<file path="config.mk">
export PLATFORM = sky130hd
export DESIGN_NAME = mux8_rr_arbiter_flat
export DESIGN_NICKNAME = d
export VERILOG_FILES = /design/src/rtl/mux8_rr_arbiter_if.sv /design/src/rtl/mux8_rr_arbiter.sv /design/src/flat_wrapper.sv
export SDC_FILE = /design/constraint.sdc
export NUM_CORES = 1
export LEC_CHECK = 0
export CAP_MARGIN = 20
export CELL_PAD_IN_SITES_DETAIL_PLACEMENT = 0
export CELL_PAD_IN_SITES_GLOBAL_PLACEMENT = 1
export CORE_MARGIN = 3
export CORE_UTILIZATION = 38
export DETAILED_ROUTE_END_ITERATION = 12
export GPL_TIMING_DRIVEN = 0
export HOLD_SLACK_MARGIN = 0.1
export PLACE_DENSITY_LB_ADDON = 0.1
export SKIP_CTS_REPAIR_TIMING = 1
export SLEW_MARGIN = 20
export SYNTH_ARGS = -nofsm -noshare
export SYNTH_HDL_FRONTEND = slang
export SYNTH_SLANG_ARGS = --single-unit
</file>
<file path="constraint.sdc">
create_clock -name clk -period 8.6 [get_ports clk]
set_input_delay 0.86 -clock clk [delete_from_list [all_inputs] [get_ports clk]]
set_output_delay 0.86 -clock clk [all_outputs]
set_load 0.01 [all_outputs]
</file>
<file path="src/rtl/mux8_rr_arbiter_if.sv">
// rtl/mux8_rr_arbiter_if.sv - requester/consumer bundle for the 8-lane round-robin arbiter (lock input under ARB_LOCK_EN)
interface mux8_rr_arbiter_if #(
    parameter int DW = 4
);
    logic [7:0]      req;
    logic [8*DW-1:0] din;
    logic [7:0]      gnt;
    logic [2:0]      sl;
    logic [DW-1:0]   out_data;
    logic            out_valid;
    logic            out_ready;
    logic            busy;
`ifdef ARB_LOCK_EN
    logic            lock;
`endif

    modport master (
`ifdef ARB_LOCK_EN
        output lock,
`endif
        output req, din, out_ready,
        input  gnt, sl, out_data, out_valid, busy
    );

    modport slave (
`ifdef ARB_LOCK_EN
        input  lock,
`endif
        input  req, din, out_ready,
        output gnt, sl, out_data, out_valid, busy
    );
endinterface

</file>
<file path="src/rtl/mux8_rr_arbiter.sv">
// rtl/mux8_rr_arbiter.sv - round-robin arbiter/sequencer driving the 8:1 lane mux select
// Optional ARB_LOCK_EN: lock input suppresses the MAX_HOLD forced release.
module mux8_rr_arbiter #(
    parameter int DW       = 4,
    parameter int MAX_HOLD = 4
) (
    input  logic                    clk,
    input  logic                    rst_n,
    mux8_rr_arbiter_if.slave        bus
);
    typedef enum logic {IDLE, GRANT} state_t;

    localparam logic [3:0] LAST = 4'(MAX_HOLD - 1);

    state_t     state_q;
    logic [7:0] gnt_q;
    logic [2:0] sl_q;
    logic [2:0] ptr_q;
    logic [3:0] beat_cnt_q;
    logic       busy_q;

    logic [2:0] pick;
    logic       pick_vld;
    logic [2:0] idx;
    logic       xfer;
    logic       at_limit;
    logic       hold;

    // Scan from the highest offset down so the lowest offset at/after ptr wins.
    always_comb begin
        pick     = '0;
        pick_vld = 1'b0;
        idx      = '0;
        for (int k = 7; k >= 0; k--) begin
            idx = ptr_q + 3'(k);
            if (bus.req[idx]) begin
                pick     = idx;
                pick_vld = 1'b1;
            end
        end
    end

`ifdef ARB_LOCK_EN
    assign hold = bus.lock;
`else
    assign hold = 1'b0;
`endif

    assign bus.out_valid = busy_q & bus.req[sl_q];
    assign bus.out_data  = bus.din[DW*sl_q +: DW];
    assign bus.gnt       = gnt_q;
    assign bus.sl        = sl_q;
    assign bus.busy      = busy_q;

    assign xfer     = bus.out_valid & bus.out_ready;
    assign at_limit = (beat_cnt_q == LAST);

    always_ff @(posedge clk or negedge rst_n) begin
        if (!rst_n) begin
            state_q    <= IDLE;
            gnt_q      <= '0;
            sl_q       <= '0;
            ptr_q      <= '0;
            beat_cnt_q <= '0;
            busy_q     <= 1'b0;
        end else begin
            case (state_q)
                IDLE: begin
                    if (pick_vld) begin
                        gnt_q      <= 8'b1 << pick;
                        sl_q       <= pick;
                        beat_cnt_q <= '0;
                        busy_q     <= 1'b1;
                        state_q    <= GRANT;
                    end
                end
                GRANT: begin
                    if (!bus.req[sl_q] || (xfer && at_limit && !hold)) begin
                        gnt_q   <= '0;
                        ptr_q   <= sl_q + 3'd1;
                        busy_q  <= 1'b0;
                        state_q <= IDLE;
                    end else if (xfer && !at_limit) begin
                        // Saturates at LAST when a locked transfer hits the limit.
                        beat_cnt_q <= beat_cnt_q + 4'd1;
                    end
                end
                default: state_q <= IDLE;
            endcase
        end
    end
endmodule
</file>
<file path="src/flat_wrapper.sv">
// flat-port wrapper written by rule: the top's interface ports become plain ports
module mux8_rr_arbiter_flat 
#(
    parameter int DW       = 4,
    parameter int MAX_HOLD = 4
)
  (clk, rst_n, bus_req, bus_din, bus_out_ready, bus_gnt, bus_sl, bus_out_data, bus_out_valid, bus_busy);
  mux8_rr_arbiter_if #(.DW(DW)) bus_i ();
  input  logic clk;
  input  logic rst_n;
  input wire logic [$bits(bus_i.req)-1:0] bus_req;
  input wire logic [$bits(bus_i.din)-1:0] bus_din;
  input wire logic [$bits(bus_i.out_ready)-1:0] bus_out_ready;
  output wire logic [$bits(bus_i.gnt)-1:0] bus_gnt;
  output wire logic [$bits(bus_i.sl)-1:0] bus_sl;
  output wire logic [$bits(bus_i.out_data)-1:0] bus_out_data;
  output wire logic [$bits(bus_i.out_valid)-1:0] bus_out_valid;
  output wire logic [$bits(bus_i.busy)-1:0] bus_busy;
  assign bus_i.req = bus_req;
  assign bus_i.din = bus_din;
  assign bus_i.out_ready = bus_out_ready;
  assign bus_gnt = bus_i.gnt;
  assign bus_sl = bus_i.sl;
  assign bus_out_data = bus_i.out_data;
  assign bus_out_valid = bus_i.out_valid;
  assign bus_busy = bus_i.busy;
  mux8_rr_arbiter #(.DW(DW), .MAX_HOLD(MAX_HOLD)) u_core (.clk(clk), .rst_n(rst_n), .bus(bus_i));
endmodule
</file>
# Word-level counts from Yosys, hierarchy flattened
# Index checks and enable logic that the tools add are counted.
dict set report op_classes {
  shifts 2
  n_addsub 9
  magnitude_cmp 9
  n_bitwise 3
  n_reduce_logical 9
  eq_ne 5
  muxes 47
}
# op n
set ops {}
lappend ops {{$lt A3 B4 Y1 const B} 9}
lappend ops {{$shiftx A32 B6 Y4} 1}
lappend ops {{$bmux W1 S3} 9}
lappend ops {{$mux W3} 8}
lappend ops {{$mux W1} 21}
lappend ops {{$mux W8} 2}
lappend ops {{$pmux W8 S2} 1}
lappend ops {{$add A3 B3 Y3 const B} 4}
lappend ops {{$mux W4} 3}
lappend ops {{$pmux W4 S2} 1}
lappend ops {{$shl A1 B3 Y8 const A} 1}
lappend ops {{$add A3 B1 Y3 const B} 2}
lappend ops {{$add A3 B2 Y3 const B} 2}
lappend ops {{$ne A2 B2 Y1 const B} 3}
lappend ops {{$reduce_and A2 Y1} 3}
lappend ops {{$add A4 B1 Y4 const B} 1}
lappend ops {{$eq A4 B2 Y1 const B} 1}
lappend ops {{$pmux W1 S2} 2}
lappend ops {{$reduce_and A3 Y1} 1}
lappend ops {{$and A1 B1 Y1} 2}
lappend ops {{$logic_and A1 B1 Y1} 2}
lappend ops {{$logic_not A1 Y1} 2}
lappend ops {{$ne A2 B1 Y1 const B} 1}
lappend ops {{$logic_or A1 B1 Y1} 1}
lappend ops {{$not A1 Y1} 1}
dict set report word_totals {
  output_inout_bits 17
  regBits 20
}

# Depth between registers and ports, before layout
dict set report depth {
  word_depth 14
  ltp_mapped 12
}

# Worst setup path after synthesis
# No wires, ideal clock.
dict set report synth_timing {
  path_type {register -> register}
  from {reg u_core.ptr_q[1]}
  to {reg u_core.gnt_q[2] (netlist: u_core.bus.gnt[2])}
  t_required_ns 8.478
  slack_ns 5.516
  t_arrival_ns 2.963
  n_path_buf 3
  stages_incl_launch_ff 13
  cell_sequence {dfrtp_1 buf_1 inv_1 ha_1 buf_2 mux4_1 mux2_2 nor2_1 a41oi_1 buf_2 nand3_1 inv_1 a32o_1}
}
dict set report synth_via {
  elab_chain_cells 14
}
# item line
set synth_rtl {}
lappend synth_rtl {{start: declaration} mux8_rr_arbiter.sv:18} ;# logic [2:0] ptr_q;
lappend synth_rtl {{start signal: assignment} mux8_rr_arbiter.sv:80} ;# ptr_q <= sl_q + 3'd1;
lappend synth_rtl {{$add A3 B3 Y3} mux8_rr_arbiter.sv:35} ;# idx = ptr_q + 3'(k);
lappend synth_rtl {{$bmux W1 S3} mux8_rr_arbiter.sv:36} ;# if (bus.req[idx]) begin
lappend synth_rtl {{$mux W1 (not written as such)} mux8_rr_arbiter.sv:36}
lappend synth_rtl {{$mux W3 (8 in series)} mux8_rr_arbiter.sv:36}
lappend synth_rtl {{$shl A1 B3 Y8} mux8_rr_arbiter.sv:70} ;# gnt_q <= 8'b1 << pick;
lappend synth_rtl {{$mux W8} mux8_rr_arbiter.sv:69} ;# if (pick_vld) begin
lappend synth_rtl {{$pmux W8 S2} mux8_rr_arbiter.sv:67} ;# case (state_q)
lappend synth_rtl {{end signal: assignment} mux8_rr_arbiter.sv:70}
lappend synth_rtl {{end: declaration} mux8_rr_arbiter.sv:16} ;# logic [7:0] gnt_q;
# Parallel ways exist; a longest one is shown, timed or not. The select of a mux whose other input is x is not followed.
# A chain may end at the register's enable or synchronous reset.

# Worst setup path after layout
# Same ends and word-level chain as after synthesis.

==> impl_metrics.env <==
export IMPL_antenna_cells=0
export IMPL_die_w_um=75.8
export IMPL_cts_tree="done"
export IMPL_async_flop_share_pct=100
export IMPL_place_area_um2=2520
export IMPL_critPathLaunchType="flip-flop"
export IMPL_p_seq_share_pct=14.8
export IMPL_post_drt_via_cell_ratio=5.52
export IMPL_setup_tns_ns=0
export IMPL_intPower_mw=0.563
export IMPL_yosysMostFrequentCell="dfrtp_1"
export IMPL_clockBufferDepth=2
export IMPL_grt_pass1_wl_um=7820
export IMPL_numPortBuffers=59
export IMPL_drive_above_1_share_pct=16.4
export IMPL_die_area_um2=5750
export IMPL_antenna_found_initial=0
export IMPL_status="finished clean"
export IMPL_fin_util_pct=56.9
export IMPL_rsz0062_at_grt="no"
export IMPL_floorplan_initialDensity_pct=40.8
export IMPL_combPwrFrac_pct=78.4
export IMPL_drt_total_wl_um=4720
export IMPL_first_iter_violations=87
export IMPL_ys_seq_area_share_pct=27.0
export IMPL_synth_distinct_cells=46
export IMPL_finalInstanceArea_um2=2580
export IMPL_gp_congestion=0.815
export IMPL_first_pass_iters=5
export IMPL_boundaryPins=60
export IMPL_row_count=24
export IMPL_finalHoldViolCount=0
export IMPL_dp_hpwl_um=3830
export IMPL_arrival_ns=3.75
export IMPL_drc=0
export IMPL_p_per_area_nw_per_um2=412
export IMPL_switching_power_mw=0.500
export IMPL_root_buffer="clkbuf_8"
export IMPL_synth_top_cells_by_count="dfrtp_1 (20), mux4_2 (14), nand2_1 (13), mux2_2 (9), nor2_1 (9)"
export IMPL_p_leak_nw=1.02
export IMPL_crit_required_ns=8.76
export IMPL_h_tree_depth=1
export IMPL_syn_avg_cell_area_um2=11.0
export IMPL_grt_max_degree=21
export IMPL_irDropWorstVdd_mv=0.127
export IMPL_min_period_over_period_pct=41.8
export IMPL_clk_pin_slew_worst_paths_ns=0.07
export IMPL_yosys_warnings=0
export IMPL_synth_edf_count=0
export IMPL_crit_type="reg2reg"
export IMPL_synth_area_leaders="dfrtp_1 (27%), mux4_2 (17%), mux4_1 (5.7%)"
export IMPL_cts_buffers_inserted=3
export IMPL_first_global_vias=1680
export IMPL_p_total_mw=1.06
export IMPL_swShare_pct=47.0
export IMPL_slew_headroom_pct=41.8
export IMPL_synth_seq_cells=20
export IMPL_period_minus_slack_ns=3.59
export IMPL_antenna_left=0
export IMPL_synth_ff_type="dfrtp_1"
export IMPL_synth_top_area_share_pct=27.0
export IMPL_worst_pin_slew_ns=0.870
export IMPL_clkSinkCount=20
export IMPL_pwr_share_clk_pct=6.8
export IMPL_track_usage_pct=17.9
export IMPL_avgRoutedWirePerCell_um=15.9
export IMPL_critPathMaxFanout=10
export IMPL_syn_to_final_growth_pct=39.3
export IMPL_syn_area_um2=1850
export IMPL_core_area_um2=4530
export IMPL_final_setup_viol_count=0
export IMPL_syn_instance_count=169
export IMPL_hp_class="reg2reg"
export IMPL_syn_num_nets=216
export IMPL_fmax_mhz=278
export IMPL_maxSlewViolCount=0
export IMPL_clk_latency_ns=0.26
export IMPL_yosysTopAreaCell="dfrtp_1"
export IMPL_via_count=1638
export IMPL_max_cap_violations=0
export IMPL_finalNetCount=280
export IMPL_grt_overflow_total=0
export IMPL_fin_skew_ns=0.00496
export IMPL_critPathCaptureType="flip-flop"
export IMPL_die_h_um=75.8
state kept, by name, summed over array words and instances, names as in the netlist:
register,count
u_core.beat_cnt_q,4
u_core.bus.busy,1
u_core.bus.gnt,8
u_core.bus.sl,3
u_core.ptr_q,3
u_core.state_q,1
metal layers:
metal	wire, µm	GRT usage [%]
met1	1960	21.9
met5	0	0
met3	384	6.07
met2	2370	30.8
met4	8	2.91
power groups by stage:
| stage | logic [mW] | registers, mW | clock network [mW] |
|---|---|---|---|
| after floorplan | 0.612 | 0.160 | 0 |
| after global placement | 0.816 | 0.157 | 0 |
| after detailed placement | 0.841 | 0.160 | 0 |
| after CTS | 0.844 | 0.158 | 0.0759 |
| after global routing | 0.924 | 0.161 | 0.0771 |
| final | 0.834 | 0.157 | 0.0724 |
cell families (layout without fill, tap and decap cells):
family,count (synthesis),count (layout),share of synthesized area (%)
AOI/OAI and AO/OA,41,41,17.6
DFF,20,20,27.0
xor gates and xnor gates,9,9,4.26
adders and majority gates,4,4,2.70
buffers and inverters,17,80,4.05
and+or+nand+nor,42,42,11.1
muxes,36,36,33.2
worst paths after layout:
path | startpoint | to | slack [ns] | cells after the start
max | u_core.ptr_q[1]$_DFFE_PN0N_ | u_core.bus.gnt[2]$_DFFE_PN0P_ | 5.01 | 12
min | u_core.bus.gnt[4]$_DFFE_PN0P_ | u_core.bus.gnt[4]$_DFFE_PN0P_ | 0.48 | 2
max reg2reg | u_core.ptr_q[1]$_DFFE_PN0N_ | u_core.bus.gnt[2]$_DFFE_PN0P_ | 5.01 | 12
min in group asynchronous | rst_n | u_core.ptr_q[2]$_DFFE_PN0N_ | 1.08 | 1
max in group asynchronous | rst_n | u_core.state_q$_DFF_PN0_ | 6.97 | 1
min reg2reg | u_core.bus.gnt[4]$_DFFE_PN0P_ | u_core.bus.gnt[4]$_DFFE_PN0P_ | 0.48 | 2
layout make-up:
class,instances,area [µm²]
Tap cell,65,81.3
Clock buffer,4,55.1
Fill cell,385,1960
Sequential cell,20,500
Inverter,7,26.3
Timing Repair Buffer,59,591
Buffer,10,48.8
Multi-Input combinational cell,132,1280
worst max-delay path, cell delays in order (launching register included):
cell and delay, ns:
dfrtp_1 0.42, buf_1 0.44, inv_1 0.09, ha_1 0.28, buf_2 0.19, mux4_1 0.66, mux2_2 0.35, nor2_1 0.14
a41oi_1 0.22, buf_2 0.26, nand3_1 0.15, inv_1 0.05, a32o_1 0.24
through the flow:
step,setup WS (ns),hold slack (ns),instances
global route,4.74,0.514,297
detailed placement,5.01,0.466,293
floorplan,5.52,0.506,169
finish,5.01,0.477,297
CTS,4.99,0.484,297
global placement,5.03,0.460,293
placed cells by master, fill, tap and decap left out, types with 4 or more instances in the layout:
cell type        count
nand3_1              4
a22oi_1              4
mux4_2              14
clkdlybuf4s50_1     59
mux2i_1              8
nor2_1               9
o21ai_0              8
ha_1                 4
xor2_1               6
inv_1                7
mux4_1               4
nand2_1             13
mux2_2               9
dfrtp_1             20
o21ai_1              4
clkbuf_8             4
clkbuf_1             4
a22o_1               5
No activity file was read; power rests on OpenSTA's default activity.
